$ cat config.mk
export PLATFORM = sky130hd
export DESIGN_NAME = afifo_rdrain_ctrl
export DESIGN_NICKNAME = d
export VERILOG_FILES = /design/src/rtl/afifo_rdrain_ctrl.sv
export SDC_FILE = /design/constraint.sdc
export NUM_CORES = 1
export LEC_CHECK = 0
export CAP_MARGIN = 20
export CORE_MARGIN = 2
export CORE_UTILIZATION = 37
export CTS_CLUSTER_SIZE = 14
export DETAILED_ROUTE_END_ITERATION = 8
export HOLD_SLACK_MARGIN = 0.02
export PLACE_DENSITY_LB_ADDON = 0.12
export SYNTH_ARGS = -nofsm -noshare
export SYNTH_HDL_FRONTEND = slang
export SYNTH_SLANG_ARGS = --single-unit
$ cat constraint.sdc
create_clock -name rclk -period 3.1 [get_ports rclk]
set_clock_uncertainty 0.2 [all_clocks]
set_input_delay 0.31 -clock rclk [delete_from_list [all_inputs] [get_ports rclk]]
set_output_delay 0.31 -clock rclk [all_outputs]
set_load 0.02 [all_outputs]
$ cat src/rtl/afifo_rdrain_ctrl.sv
// Read-side drain engine for the async FIFO read port: consumes a commanded
// number of words with an optional inter-read gap into a valid/ready register.
module afifo_rdrain_ctrl #(
  parameter int DATA_WIDTH = 32,
  parameter int ADDR_WIDTH = 8,
  parameter int CNT_WIDTH  = 16
) (
  input  logic                  rclk,
  input  logic                  rrst,
  input  logic                  cmd_valid,
  output logic                  cmd_ready,
  input  logic [CNT_WIDTH-1:0]  cmd_count,
  input  logic [7:0]            cmd_gap,
  input  logic                  rempty,
  input  logic [DATA_WIDTH-1:0] rdata,
  output logic                  rinc,
  output logic                  out_valid,
  input  logic                  out_ready,
  output logic [DATA_WIDTH-1:0] out_data,
  output logic                  busy,
  output logic                  done,
  output logic [CNT_WIDTH-1:0]  rd_total
);

  typedef enum logic [1:0] {
    S_IDLE  = 2'd0,
    S_READ  = 2'd1,
    S_GAP   = 2'd2,
    S_DRAIN = 2'd3
  } state_t;

  localparam logic [CNT_WIDTH-1:0] CNT_ONE = CNT_WIDTH'(1);

  state_t                  state_q, state_d;
  logic [CNT_WIDTH-1:0]    remaining_q, remaining_d;
  logic [7:0]              gap_reg_q, gap_reg_d;
  logic [7:0]              gap_cnt_q, gap_cnt_d;
  logic                    done_q, done_d;
  logic                    out_valid_q;
  logic [DATA_WIDTH-1:0]   out_data_q;
  logic [CNT_WIDTH-1:0]    rd_total_q;

  // The FIFO address width only matters to the surrounding read interface.
  if (ADDR_WIDTH < 1) begin : g_addr_width_unused
  end

  // State, counters and the single-entry output register.
  always_ff @(posedge rclk) begin
    if (rrst) begin
      state_q     <= S_IDLE;
      remaining_q <= '0;
      gap_reg_q   <= 8'd0;
      gap_cnt_q   <= 8'd0;
      done_q      <= 1'b0;
      out_valid_q <= 1'b0;
      out_data_q  <= '0;
      rd_total_q  <= '0;
    end else begin
      state_q     <= state_d;
      remaining_q <= remaining_d;
      gap_reg_q   <= gap_reg_d;
      gap_cnt_q   <= gap_cnt_d;
      done_q      <= done_d;
      if (rinc) begin
        out_data_q  <= rdata;
        out_valid_q <= 1'b1;
        rd_total_q  <= rd_total_q + CNT_ONE;
      end else if (out_ready) begin
        out_valid_q <= 1'b0;
      end
    end
  end

  // Next-state and counter updates.
  always_comb begin
    state_d     = state_q;
    remaining_d = remaining_q;
    gap_reg_d   = gap_reg_q;
    gap_cnt_d   = gap_cnt_q;
    done_d      = 1'b0;
    case (state_q)
      S_IDLE: begin
        if (cmd_valid) begin
          remaining_d = cmd_count;
          gap_reg_d   = cmd_gap;
          state_d     = (cmd_count == '0) ? S_DRAIN : S_READ;
        end else begin
          state_d = S_IDLE;
        end
      end
      S_READ: begin
        if (rinc) begin
          remaining_d = remaining_q - CNT_ONE;
          if (remaining_q == CNT_ONE) begin
            state_d = S_DRAIN;
          end else if (gap_reg_q != 8'd0) begin
            state_d   = S_GAP;
            gap_cnt_d = gap_reg_q;
          end else begin
            state_d = S_READ;
          end
        end else begin
          state_d = S_READ;
        end
      end
      S_GAP: begin
        gap_cnt_d = gap_cnt_q - 8'd1;
        if (gap_cnt_q <= 8'd1) begin
          state_d = S_READ;
        end else begin
          state_d = S_GAP;
        end
      end
      S_DRAIN: begin
        // Leave as soon as the register is empty after this edge, so done
        // follows the final handshake by one cycle.
        if (!out_valid_q || out_ready) begin
          state_d = S_IDLE;
          done_d  = 1'b1;
        end else begin
          state_d = S_DRAIN;
        end
      end
      default: begin
        state_d = S_IDLE;
      end
    endcase
  end

  // Outputs; rinc is combinational so a word can be taken every cycle.
  always_comb begin
    rinc      = !rrst && (state_q == S_READ) && !rempty && (!out_valid_q || out_ready);
    cmd_ready = (state_q == S_IDLE);
    busy      = (state_q != S_IDLE);
    out_valid = out_valid_q;
    out_data  = out_data_q;
    done      = done_q;
    rd_total  = rd_total_q;
  end

endmodule

==> metrics.json, run 1 <==
{
  "seq_total_area_yosys_pct": 43.3,
  "grt_max_degree": 74,
  "drc": 0,
  "drv.max_cap_violation_count": 0,
  "worst_ep_required_time_ns": 2.59,
  "cts_root_buf": "sky130_fd_sc_hd__clkbuf_8",
  "max_slew_violation_total_from_the_final_report": 0,
  "vias_per_cell": 5.29,
  "critical_path.max_fanout": 14,
  "setup-tns-final_ns": 0,
  "worst_supply_voltage_drop_on_vdd_v": 0.000260,
  "intPower_w": 0.00186,
  "synth_enable_flop_cells": 0,
  "seq_cell_area_um2": 1680,
  "clock_tree_from_tritoncts": "yes",
  "synth.cells.most_frequent": "sky130_fd_sc_hd__nand2_1 (101), sky130_fd_sc_hd__dfxtp_1 (84), sky130_fd_sc_hd__o21ai_0 (50)",
  "dpl.hpwl_um": 7620,
  "cts-htree-levels": 3,
  "cts.sink_count": 84,
  "r2r-start": "state_q[0]",
  "synth_ff_type": "sky130_fd_sc_hd__dfxtp_1",
  "globalRouteTotalUtil_pct": 18.9,
  "net_count_of_the_finished_layout": 662,
  "worst_path_dominant_cell_family": "buffers and inverters",
  "hold_path_depth": 2,
  "setup-violations-final": 0,
  "netlist-cell-type-count": 46,
  "finalPower_w": 0.00258,
  "netlist.top_cell.by_area": "sky130_fd_sc_hd__dfxtp_1",
  "postCtsResizedCells": 0,
  "p_clk_share_pct": 34.2,
  "share_of_total_power_consumed_by_net_switching_pct": 28.1,
  "async_reset_ff_share_pct": 0,
  "proportion_of_netlist_area_held_by_the_largest_area_contributor_pct": 43.3,
  "chipWidth_um": 106,
  "cts-root-to-sink-buffers": 2,
  "floorplan.initialDensity_pct": 37.8,
  "yosys_register_bits": 84,
  "synth.yosys.warnings": 0,
  "timing.final.crit_share_pct": 84.1,
  "rsz0062_at_grt": "no",
  "cts_hold_repair.buffers": 0,
  "power_leakage_nw": 1.80,
  "timing.final.hold_violations": 0,
  "gr-total-overflow": 0,
  "power.density_nw_per_um2": 481,
  "r2r_end": "rd_total[13]",
  "synth_cells": 494,
  "cts.repair_timing.setup_buffer_count": 0,
  "hold_ws_ns": 0.0778,
  "timing.critical_path.from": "state_q[1]",
  "combinationalPowerShare_pct": 19.7,
  "filler_cell_count": 1011,
  "r2r_cells": 4,
  "post-synth-top-count-cell": "sky130_fd_sc_hd__nand2_1",
  "clock.fmax_ghz": 0.384,
  "floorplan.die.height_um": 106,
  "status": "completed",
  "fin_crit_ns": 2.61,
  "drt-pass1-iter-count": 4,
  "route.detailed.wl_per_inst_um": 14.5,
  "synth.cell_area_um2": 3880,
  "multi_input_comb_area_um2": 2030,
  "slew-limit-headroom_pct": 45.3,
  "worstHoldEndpoint": "rd_total[12]",
  "first_global_vias": 3668,
  "power_switching_w": 0.000727,
  "cp.buffers_inverters": 3,
  "worst-setup-path-type": "reg2out",
  "cp_slowest_stage_delay_ns": 0.63,
  "start_kind": "flip-flop",
  "antenna-diode-count": 0,
  "average_footprint_of_a_synthesized_cell_um2": 7.86,
  "num_rows": 37,
  "synthTopCellsByArea": "sky130_fd_sc_hd__dfxtp_1 (43%), sky130_fd_sc_hd__nand2_1 (9.8%), sky130_fd_sc_hd__o21ai_0 (6.4%)",
  "grt_pass1_wl_um": 17700,
  "area.growth.synth_to_final_pct": 38.2,
  "route.antenna.remaining_nets": 0,
  "cts-buffers-inserted": 9,
  "ioPinCount": 114,
  "seqPwrFrac_pct": 46.1,
  "dieArea_um2": 11300,
  "place.port_buffers": 113,
  "critPathArrivalTime_ns": 2.10,
  "synth.net_count": 560,
  "ff2ff_setup_slack_ns": 0.61,
  "worst_skew_pair.late_latency_ns": 0.34,
  "globalplace.congestion": 0.813,
  "path_cells": "buf_4 > nor3b_1 > nand3_1 > inv_2 > clkdlybuf4s50_1",
  "drt-total-wl_um": 10700,
  "hp-start": "rrst",
  "worstHoldPathType": "in2reg",
  "worst_slew_pin_slew_ns": 0.820,
  "antenna_found_initial": 0,
  "core_area_um2": 10300,
  "worst_setup_hold_path_clk_slew_ns": 0.09,
  "layout-drive-gt1-share_pct": 6.66,
  "drt_first_iter_violations": 176,
  "slowest_stage": "sky130_fd_sc_hd__clkdlybuf4s50_1",
  "setup.worst_path.end_class": "output port",
  "routed-via-count": 3900
}
power groups by stage:
stage | Combinational, W | Clock (W) | Sequential (W)
final | 0.000510 | 0.000883 | 0.00119
after global routing | 0.000564 | 0.000944 | 0.00120
after CTS | 0.000511 | 0.000904 | 0.00119
after detailed placement | 0.000509 | 0 | 0.00121
after global placement | 0.000504 | 0 | 0.00121
after floorplan | 0.000271 | 0 | 0.00123
cells by family (layout without fill, tap and decap cells):
logic type,count (synthesis),after routing,synth area share (%)
compound gates,142,142,22.0
xor+xnor,5,5,1.13
fa+ha+maj,5,5,1.61
simple gates,211,211,27.2
mux,1,1,0.290
buf+inv,46,153,4.48
flops,84,84,43.3
stage by stage:
stage | cells | setup slack, ns | util (%) | area [µm²]
after floorplan | 494 | 0.879 | - | 3880
after global placement | 721 | 0.297 | 50.0 | 5140
after detailed placement | 721 | 0.218 | 50.0 | 5140
after CTS | 737 | 0.450 | 52.2 | 5370
after global routing | 737 | 0.372 | 52.2 | 5370
final | 737 | 0.493 | 52.2 | 5370
worst max-delay path by stage:
stage	endpoint	depth (start not counted)
floorplan	remaining_q[14]	6
global placement	rd_total[15]	5
detailed placement	rd_total[13]	5
CTS	rinc	5
global route	rinc	5
finish	rinc	5
flip-flops by register name, indices dropped and copies added, names as in the netlist:
signal / cells
out_data: 32
rd_total: 16
remaining_q: 16
gap_cnt_q: 8
gap_reg_q: 8
state_q: 2
done: 1
out_valid: 1
routing by layer:
layer	GRT usage, %	vias to the layer above	wire [µm]
met5	0	-	0
met4	6.40	0	189
met3	3.31	14	427
met2	31.2	83	5190
met1	25.0	1817	4920
li1	-	1986	-
area by class of cell:
type,instances,share of cell area [%]
Clock buffer,11,2.63
Clock inverter,5,1.58
Inverter,12,0.839
Multi-Input combinational cell,364,37.8
Sequential cell,84,31.3
Tap cell,136,3.17
Timing Repair Buffer,125,22.7
cells in the final DEF, fill, tap and decap left out, types with 10 or more instances in the layout:
cell type | synthesis | final
sky130_fd_sc_hd__nand3_1 | 19 | 19
sky130_fd_sc_hd__nand2_1 | 101 | 101
sky130_fd_sc_hd__buf_4 | 0 | 12
sky130_fd_sc_hd__o31ai_1 | 11 | 11
sky130_fd_sc_hd__a21oi_1 | 42 | 42
sky130_fd_sc_hd__a31oi_1 | 11 | 11
sky130_fd_sc_hd__dfxtp_1 | 84 | 84
sky130_fd_sc_hd__inv_1 | 12 | 11
sky130_fd_sc_hd__nor2_1 | 14 | 14
sky130_fd_sc_hd__o21ai_0 | 50 | 50
sky130_fd_sc_hd__or3_1 | 10 | 10
sky130_fd_sc_hd__nor4_1 | 10 | 10
sky130_fd_sc_hd__clkbuf_8 | 0 | 10
sky130_fd_sc_hd__or4_1 | 14 | 14
sky130_fd_sc_hd__clkdlybuf4s50_1 | 0 | 112
No activity file was read; power rests on OpenSTA's default activity.
==> run 2, diff against run 1 <==
- clock period: 3.1 -> 2.2 ns (I/O delays scaled with it)
==> run 2 against run 1 <==
  * The run now ends with setup timing left
  * Global-route usage grew 2.0 points
  * Register-to-register slack lost 0.64 ns
  * Via count grew 5.3%
  * Wire length grew 9.0%
  * Clock-buffer cell count is the same
  * Sequential cell count is the same
  * Worst hold slack gained 0.047 ns
  * Clock power grew 55%
  * Non-clock buffer count grew 43
  * Largest power group unchanged
  * Highest routed layer unchanged
==> metrics.json, run 2 (synthesis gave the netlist of run 1 again) <==
{
  "num_rows": {"value": 37, "change": "unchanged"},
  "dp_slack": {"value": -0.424, "unit": "ns", "change": "-0.642 ns"},
  "non_filler_instances": {"value": 780, "change": "+5.8%"},
  "grt_max_degree": {"value": 63, "change": "-15%"},
  "share_of_total_power_consumed_by_net_switching": {"value": 27.4, "unit": "%", "change": "-0.74 points"},
  "ioPinCount": {"value": 114, "change": "unchanged"},
  "placed_cells": {"value": 759, "change": "+5.3%"},
  "timing.final.hold_violations": {"value": 0, "change": "unchanged"},
  "globalRouteTotalUtil": {"value": 20.9, "unit": "%", "change": "+2.0 points"},
  "power_leakage": {"value": 2.04, "unit": "nW", "change": "+14%"},
  "power.density": {"value": 676, "unit": "nW/µm²", "change": "+40%"},
  "net_count_of_the_finished_layout": {"value": 705, "change": "+6.5%"},
  "worst-setup-path-type": "reg2reg",
  "power_switching": {"value": 0.00107, "unit": "W", "change": "+47%"},
  "status": "complete, but fails checks",
  "grt-busiest-layer": "met2",
  "dieArea": {"value": 11300, "unit": "µm²", "change": "unchanged"},
  "cp_slowest_stage_delay": {"value": 0.54, "unit": "ns", "change": "-0.09 ns"},
  "r2r_end": "remaining_q[13]",
  "path_cells": "or4_4 > or4_4 > or4_1 > a31oi_1",
  "critical_path.max_fanout": {"value": 3, "change": "-11"},
  "met1_usage": {"value": 26.3, "unit": "%", "change": "+1.3 points"},
  "timing.critical_path.from": "remaining_q[10]",
  "largest_register_ffs": {"value": 32, "change": "unchanged"},
  "combinationalPowerShare": {"value": 22.2, "unit": "%", "change": "+2.5 points"},
  "rsz0062_at_grt": "yes",
  "worst_setup_hold_path_clk_slew": {"value": 0.09, "unit": "ns", "change": "about the same"},
  "gr-total-overflow": {"value": 0, "change": "unchanged"},
  "placedInstanceArea": {"value": 5440, "unit": "µm²", "change": "+5.8%"},
  "cts-buffers-inserted": {"value": 9, "change": "unchanged"},
  "critPathArrivalTime": {"value": 2.31, "unit": "ns", "change": "+0.21 ns"},
  "cts.sink_count": {"value": 84, "change": "unchanged"},
  "slowest_stage": "sky130_fd_sc_hd__or4_4",
  "finalPower": {"value": 0.00391, "unit": "W", "change": "+51%"},
  "antenna_found_initial": {"value": 0, "change": "unchanged"},
  "drt-total-wl": {"value": 11700, "unit": "µm", "change": "+9.0%"},
  "worst_supply_voltage_drop_on_vdd": {"value": 0.000319, "unit": "V", "change": "+23%"},
  "hold_path_depth": {"value": 3, "change": "+1"},
  "final_common_cell": "sky130_fd_sc_hd__clkdlybuf4s50_1",
  "worst_slew_pin_slew": {"value": 0.572, "unit": "ns", "change": "-0.248 ns"},
  "drt-pass1-iter-count": {"value": 4, "change": "unchanged"},
  "fin_crit_ns": 2.23,
  "p_clk_share": {"value": 35.1, "unit": "%", "change": "+0.9 points"},
  "filler_cell_count": {"value": 986, "change": "-2.5%"},
  "ff2ff_setup_slack": {"value": -0.03, "unit": "ns", "change": "-0.64 ns"},
  "core_area": {"value": 10300, "unit": "µm²", "change": "unchanged"},
  "chipWidth": {"value": 106, "unit": "µm", "change": "unchanged"},
  "clock_tree_from_tritoncts": "yes",
  "worst_skew_pair.late_latency": {"value": 0.35, "unit": "ns", "change": "about the same"},
  "route.antenna.remaining_nets": {"value": 0, "change": "unchanged"},
  "timing.final.ws_setup": {"value": -0.0282, "unit": "ns", "change": "-0.522 ns"},
  "groute.layer.met2.usage": {"value": 36.1, "unit": "%", "change": "+4.9 points"},
  "setup.worst_path.end_class": "flip-flop",
  "cts-htree-levels": {"value": 3, "change": "unchanged"},
  "slew-limit-headroom": {"value": 61.5, "unit": "%", "change": "+16 points"},
  "drv.max_cap_violation_count": {"value": 0, "change": "unchanged"},
  "place.port_buffers": {"value": 113, "change": "unchanged"},
  "hp-start": "rrst",
  "cp_common_cell": "sky130_fd_sc_hd__or4_4",
  "most-common-layout-cells": "sky130_fd_sc_hd__clkdlybuf4s50_1 (109), sky130_fd_sc_hd__nand2_1 (101), sky130_fd_sc_hd__dfxtp_1 (79), sky130_fd_sc_hd__buf_4 (51), sky130_fd_sc_hd__o21ai_0 (50)",
  "postLayoutCellArea": {"value": 5780, "unit": "µm²", "change": "+7.7%"},
  "failed_checks": "setup timing",
  "first_global_vias": {"value": 3949, "change": "+7.7%"},
  "clock.fmax_ghz": 0.449,
  "start_kind": "flip-flop",
  "route.detailed.wl_per_inst": {"value": 15.0, "unit": "µm", "change": "+3.0%"},
  "seqPwrFrac": {"value": 42.6, "unit": "%", "change": "-3.5 points"},
  "cts-root-to-sink-buffers": {"value": 2, "change": "unchanged"},
  "drt_first_iter_violations": {"value": 227, "change": "+29%"},
  "worstHoldEndpoint": "rd_total[13]",
  "globalplace.congestion": {"value": 0.850, "change": "+4.5%"},
  "timing.final.crit_share_pct": 101,
  "grt_pass1_wl": {"value": 19100, "unit": "µm", "change": "+7.9%"},
  "antenna-diode-count": {"value": 0, "change": "unchanged"},
  "drc": {"value": 0, "change": "unchanged"},
  "hold_ws": {"value": 0.125, "unit": "ns", "change": "+0.0471 ns"},
  "grtUsageMet3": {"value": 3.49, "unit": "%", "change": "+0.18 points"},
  "routed-via-count": {"value": 4107, "change": "+5.3%"},
  "setup-violations-final": {"value": 1, "change": "+1"},
  "r2r-start": "remaining_q[10]",
  "dpl.hpwl": {"value": 8230, "unit": "µm", "change": "+8.0%"},
  "intPower": {"value": 0.00284, "unit": "W", "change": "+53%"},
  "r2r_cells": {"value": 4, "change": "unchanged"},
  "cts_root_buf": "sky130_fd_sc_hd__clkbuf_8",
  "floorplan.die.height": {"value": 106, "unit": "µm", "change": "unchanged"},
  "layout-drive-gt1-share": {"value": 15.8, "unit": "%", "change": "+9.2 points"},
  "worst_ep_required_time": {"value": 2.28, "unit": "ns", "change": "-0.31 ns"},
  "area.growth.synth_to_final_pct": 48.9,
  "max_slew_violation_total_from_the_final_report": {"value": 0, "change": "unchanged"},
  "floorplan.initialDensity": {"value": 37.8, "unit": "%", "change": "unchanged"},
  "vias_per_cell": {"value": 5.27, "change": "-0.50%"},
  "worstHoldPathType": "in2reg"
}
[run 2: critical path: cells and delay by family (launching register included)]
kind	cells	cell delay, ns
compound gates	1	0.17
simple gates	3	1.46
flops	1	0.32
[run 2: how the worst max path moves through the flow]
| stage | to | slack [ns] |
|---|---|---|
| after floorplan | remaining_q[14] | -0.02 |
| after detailed placement | rd_total[11] | -0.42 |
| after global placement | rd_total[13] | -0.40 |
| after CTS | rd_total[11] | -0.07 |
| after global routing | remaining_q[13] | -0.1 |
| final | remaining_q[13] | -0.03 |
[run 2: what timing repair did]
| action | in CTS | in global routing |
|---|---|---|
| pin swaps | 10 | 6 |
| gates cloned | 1 | 0 |
| gates resized for setup | 16 | 8 |
| setup buffers | 2 | 2 |
| setup endpoints to repair | 15 | 15 |
| hold buffers | 0 | 0 |
[run 2: final cells by class]
type | count | area, µm² | share of cell area [%]
Clock inverter | 5 | 108 | 1.86
Sequential cell | 84 | 1690 | 29.2
Multi-Input combinational cell | 364 | 2070 | 35.9
Tap cell | 136 | 170 | 2.94
Clock buffer | 11 | 141 | 2.44
Inverter | 12 | 45.0 | 0.779
Timing Repair Buffer | 168 | 1560 | 26.9
[run 2: metal layers]
metal  part of all wire, %  up-vias
li1                      -     2085
met1                    44     1927
met2                    51       85
met3                   3.7       10
met4                   1.4        0
met5                     0        -
[run 2: per-stage QoR]
stage / setup TNS (ns) / utilization, %
3_5_place_dp: -5.69 / 52.9
4_1_cts: -0.211 / 56.0
5_1_grt: -0.184 / 56.3
3_3_place_gp: -4.54 / 52.9
2_1_floorplan: -0.0207 / -
6_report: -0.0282 / 56.3
[run 2: power by group through the flow]
stage / clock network (W) / logic, W / registers (W)
floorplan: 0 / 0.000382 / 0.00174
global placement: 0 / 0.000835 / 0.00170
detailed placement: 0 / 0.000845 / 0.00170
CTS: 0.00140 / 0.000866 / 0.00167
global route: 0.00146 / 0.000952 / 0.00168
finish: 0.00137 / 0.000868 / 0.00167
==> run 3, diff against run 2 <==
- clock period: 2.2 -> 1.8 ns (I/O delays scaled with it)
==> run 3 against run 2 <==
  * The flow still finishes with violations (setup timing)
  * Non-clock buffer count grew 60
  * Global-route usage rose by 1.2 points
  * Sequential power increased by 22%
  * Critical path depth unchanged
  * Via count grew 9.9%
  * Clock power increased by 5%
  * Combinational power up 74%
  * Utilization is 13 points higher
  * Register-to-register slack worse by 0.47 ns
  * Cell count is 7.7% higher
==> metrics.json, run 3 (synthesis gave the netlist of run 1 again) <==
{
  "grt_pass1_wl": {"value": 20100, "unit": "µm", "change": "+5.2%"},
  "rsz0062_at_grt": "yes",
  "worst_skew_pair.late_latency": {"value": 0.36, "unit": "ns", "change": "about the same"},
  "place.port_buffers": {"value": 113, "change": "unchanged"},
  "worst_setup_hold_path_clk_slew": {"value": 0.09, "unit": "ns", "change": "about the same"},
  "layout-drive-gt1-share": {"value": 37.2, "unit": "%", "change": "+21 points"},
  "floorplan.die.height": {"value": 106, "unit": "µm", "change": "unchanged"},
  "globalRouteTotalUtil": {"value": 22.1, "unit": "%", "change": "+1.2 points"},
  "met1_usage": {"value": 29.1, "unit": "%", "change": "+2.8 points"},
  "cts.sink_count": {"value": 84, "change": "unchanged"},
  "cts-buffers-inserted": {"value": 9, "change": "unchanged"},
  "drv.max_cap_violation_count": {"value": 0, "change": "unchanged"},
  "grtUsageMet3": {"value": 6.38, "unit": "%", "change": "+2.9 points"},
  "vias_per_cell": {"value": 5.37, "change": "+2.1%"},
  "grt_max_degree": {"value": 39, "change": "-38%"},
  "antenna-diode-count": {"value": 0, "change": "unchanged"},
  "most-common-layout-cells": "sky130_fd_sc_hd__clkdlybuf4s50_1 (95), sky130_fd_sc_hd__nand2_1 (76), sky130_fd_sc_hd__dfxtp_1 (76), sky130_fd_sc_hd__buf_4 (73), sky130_fd_sc_hd__a21oi_1 (31)",
  "slowest_stage": "sky130_fd_sc_hd__or4_4",
  "critical_path.max_fanout": {"value": 4, "change": "+1"},
  "worstHoldPathType": "in2reg",
  "clock.fmax": {"value": 0.436, "unit": "GHz", "change": "-2.9%"},
  "largest_register_ffs": {"value": 32, "change": "unchanged"},
  "cp.buffers_inverters": {"value": 0, "change": "unchanged"},
  "worst_supply_voltage_drop_on_vdd": {"value": 0.000481, "unit": "V", "change": "+51%"},
  "gr-total-overflow": {"value": 0, "change": "unchanged"},
  "timing.final.crit_share": {"value": 127, "unit": "%", "change": "+26 points"},
  "worst_path_dominant_cell_family": "simple AND/OR/NAND/NOR gates",
  "critPathArrivalTime": {"value": 2.38, "unit": "ns", "change": "+0.07 ns"},
  "worst_slew_pin_slew": {"value": 0.409, "unit": "ns", "change": "-0.163 ns"},
  "core_area": {"value": 10300, "unit": "µm²", "change": "unchanged"},
  "groute.layer.met2.usage": {"value": 34.3, "unit": "%", "change": "-1.8 points"},
  "clock_tree_from_tritoncts": "yes",
  "cp_slowest_stage_delay": {"value": 0.54, "unit": "ns", "change": "about the same"},
  "start_kind": "flip-flop",
  "cts_root_buf": "sky130_fd_sc_hd__clkbuf_8",
  "cp_common_cell": "sky130_fd_sc_hd__or4_4",
  "timing.final.ws_setup": {"value": -0.494, "unit": "ns", "change": "-0.466 ns"},
  "num_rows": {"value": 37, "change": "unchanged"},
  "final_common_cell": "sky130_fd_sc_hd__clkdlybuf4s50_1",
  "hold_ws": {"value": 0.160, "unit": "ns", "change": "+0.0354 ns"},
  "slew-limit-headroom": {"value": 72.5, "unit": "%", "change": "+11 points"},
  "area.growth.synth_to_final_pct": 82.9,
  "layout.core_utilization": {"value": 69.1, "unit": "%", "change": "+13 points"},
  "setup.worst_path.end_class": "flip-flop",
  "grt-busiest-layer": "met2",
  "worst-setup-path-type": "reg2reg",
  "setup-violations-final": {"value": 80, "change": "+79"},
  "power_leakage": {"value": 2.75, "unit": "nW", "change": "+35%"},
  "placed_cells": {"value": 791, "change": "+4.2%"},
  "failed_checks": "setup timing",
  "dpl.hpwl": {"value": 8230, "unit": "µm", "change": "about the same"},
  "drt-pass1-iter-count": {"value": 4, "change": "unchanged"},
  "worst_ep_required_time": {"value": 1.89, "unit": "ns", "change": "-0.39 ns"},
  "net_count_of_the_finished_layout": {"value": 765, "change": "+8.5%"},
  "dieArea": {"value": 11300, "unit": "µm²", "change": "unchanged"},
  "drt-total-wl": {"value": 13500, "unit": "µm", "change": "+15%"},
  "route.detailed.wl_per_inst": {"value": 16.0, "unit": "µm", "change": "+7.1%"},
  "antenna_found_initial": {"value": 0, "change": "unchanged"},
  "cts_hold_repair.buffers": {"value": 0, "change": "unchanged"},
  "dp_slack": {"value": -0.756, "unit": "ns", "change": "-0.332 ns"},
  "floorplan.initialDensity": {"value": 37.8, "unit": "%", "change": "unchanged"},
  "path_cells": "or4_4 > or4_4 > or4_1 > a31oi_1",
  "first_global_vias": {"value": 4221, "change": "+6.9%"},
  "routed-via-count": {"value": 4514, "change": "+9.9%"},
  "route.antenna.remaining_nets": {"value": 0, "change": "unchanged"},
  "chipWidth": {"value": 106, "unit": "µm", "change": "unchanged"},
  "power.density": {"value": 702, "unit": "nW/µm²", "change": "+3.9%"},
  "drc": {"value": 0, "change": "unchanged"},
  "cts-root-to-sink-buffers": {"value": 2, "change": "unchanged"},
  "globalplace.congestion": {"value": 0.859, "change": "+1.2%"},
  "ioPinCount": {"value": 114, "change": "unchanged"},
  "timing.final.hold_violations": {"value": 0, "change": "unchanged"},
  "status": "complete, but fails checks",
  "fin_crit": {"value": 2.29, "unit": "ns", "change": "+0.0661 ns"},
  "drt_first_iter_violations": {"value": 236, "change": "+4.0%"},
  "max_slew_violation_total_from_the_final_report": {"value": 0, "change": "unchanged"},
  "cts-htree-levels": {"value": 3, "change": "unchanged"},
  "non_filler_instances": {"value": 840, "change": "+7.7%"}
}
[run 3: cell types whose count changed in the layout (fill, tap and decap cells not counted), moves of 10 or more]
cell	delta
sky130_fd_sc_hd__buf_4	+22
sky130_fd_sc_hd__dlygate4sd2_1	+10
sky130_fd_sc_hd__buf_6	+23
sky130_fd_sc_hd__o21ai_0	-44
sky130_fd_sc_hd__nand2_2	+16
sky130_fd_sc_hd__o21ai_1	+22
sky130_fd_sc_hd__clkdlybuf4s50_1	-14
sky130_fd_sc_hd__o21ai_2	+22
sky130_fd_sc_hd__nand2_1	-25
[run 3: layout make-up]
type	instances	area, µm²
Clock buffer	10	138
Multi-Input combinational cell	364	2660
Inverter	12	60.1
Timing Repair Buffer	228	2310
Clock inverter	6	71.3
Sequential cell	84	1690
Tap cell	136	170
Fill cell	838	3170
[run 3: worst reg2reg max path: stages, from the launching register on]
cell and delay, ns:
sky130_fd_sc_hd__dfxtp_4 0.37, sky130_fd_sc_hd__or4_4 0.51, sky130_fd_sc_hd__or4_4 0.54, sky130_fd_sc_hd__or4_1 0.42, sky130_fd_sc_hd__a31oi_1 0.17
[run 3: repair_timing]
action	4_1_cts	5_1_grt
pin swaps	35	55
gates cloned	4	7
setup endpoints to repair	96	68
buffers inserted	13	14
gates resized for setup	108	163
[run 3: layer usage]
metal,routed length [µm],part of all wire [%]
met1,5970,44
met4,216,1.6
met2,6420,48
met3,866,6.4
met5,0,0
[run 3: worst paths after layout]
check | start | depth (start not counted) | endpoint | slack, ns
worst max register to register | remaining_q[1] | 4 | remaining_q[13] | -0.49
worst min-delay path | cmd_gap[1] | 3 | gap_reg_q[1] | 0.16
worst max-delay path | remaining_q[1] | 4 | remaining_q[13] | -0.49
worst min register to register | out_data[10] | 2 | out_data[10] | 0.25
[run 3: per-stage QoR]
step / cell area [µm²] / power, W / setup TNS [ns]
6_report: 7100 / 0.00499 / -14.31
5_1_grt: 7100 / 0.00523 / -17.95
4_1_cts: 6360 / 0.00480 / -8.40
3_5_place_dp: 5710 / 0.00319 / -31.38
3_3_place_gp: 5710 / 0.00317 / -31.05
2_1_floorplan: 3930 / 0.00261 / -5.58
[run 3: report_power, final]
part	total (W)	switching [W]	leakage (nW)	internal [W]
clock	0.00144	0.000750	0.0995	0.000692
combinational	0.00151	0.000720	1.97	0.000789
sequential	0.00204	0.0000767	0.687	0.00196
total	0.00499	0.00155	2.75	0.00344
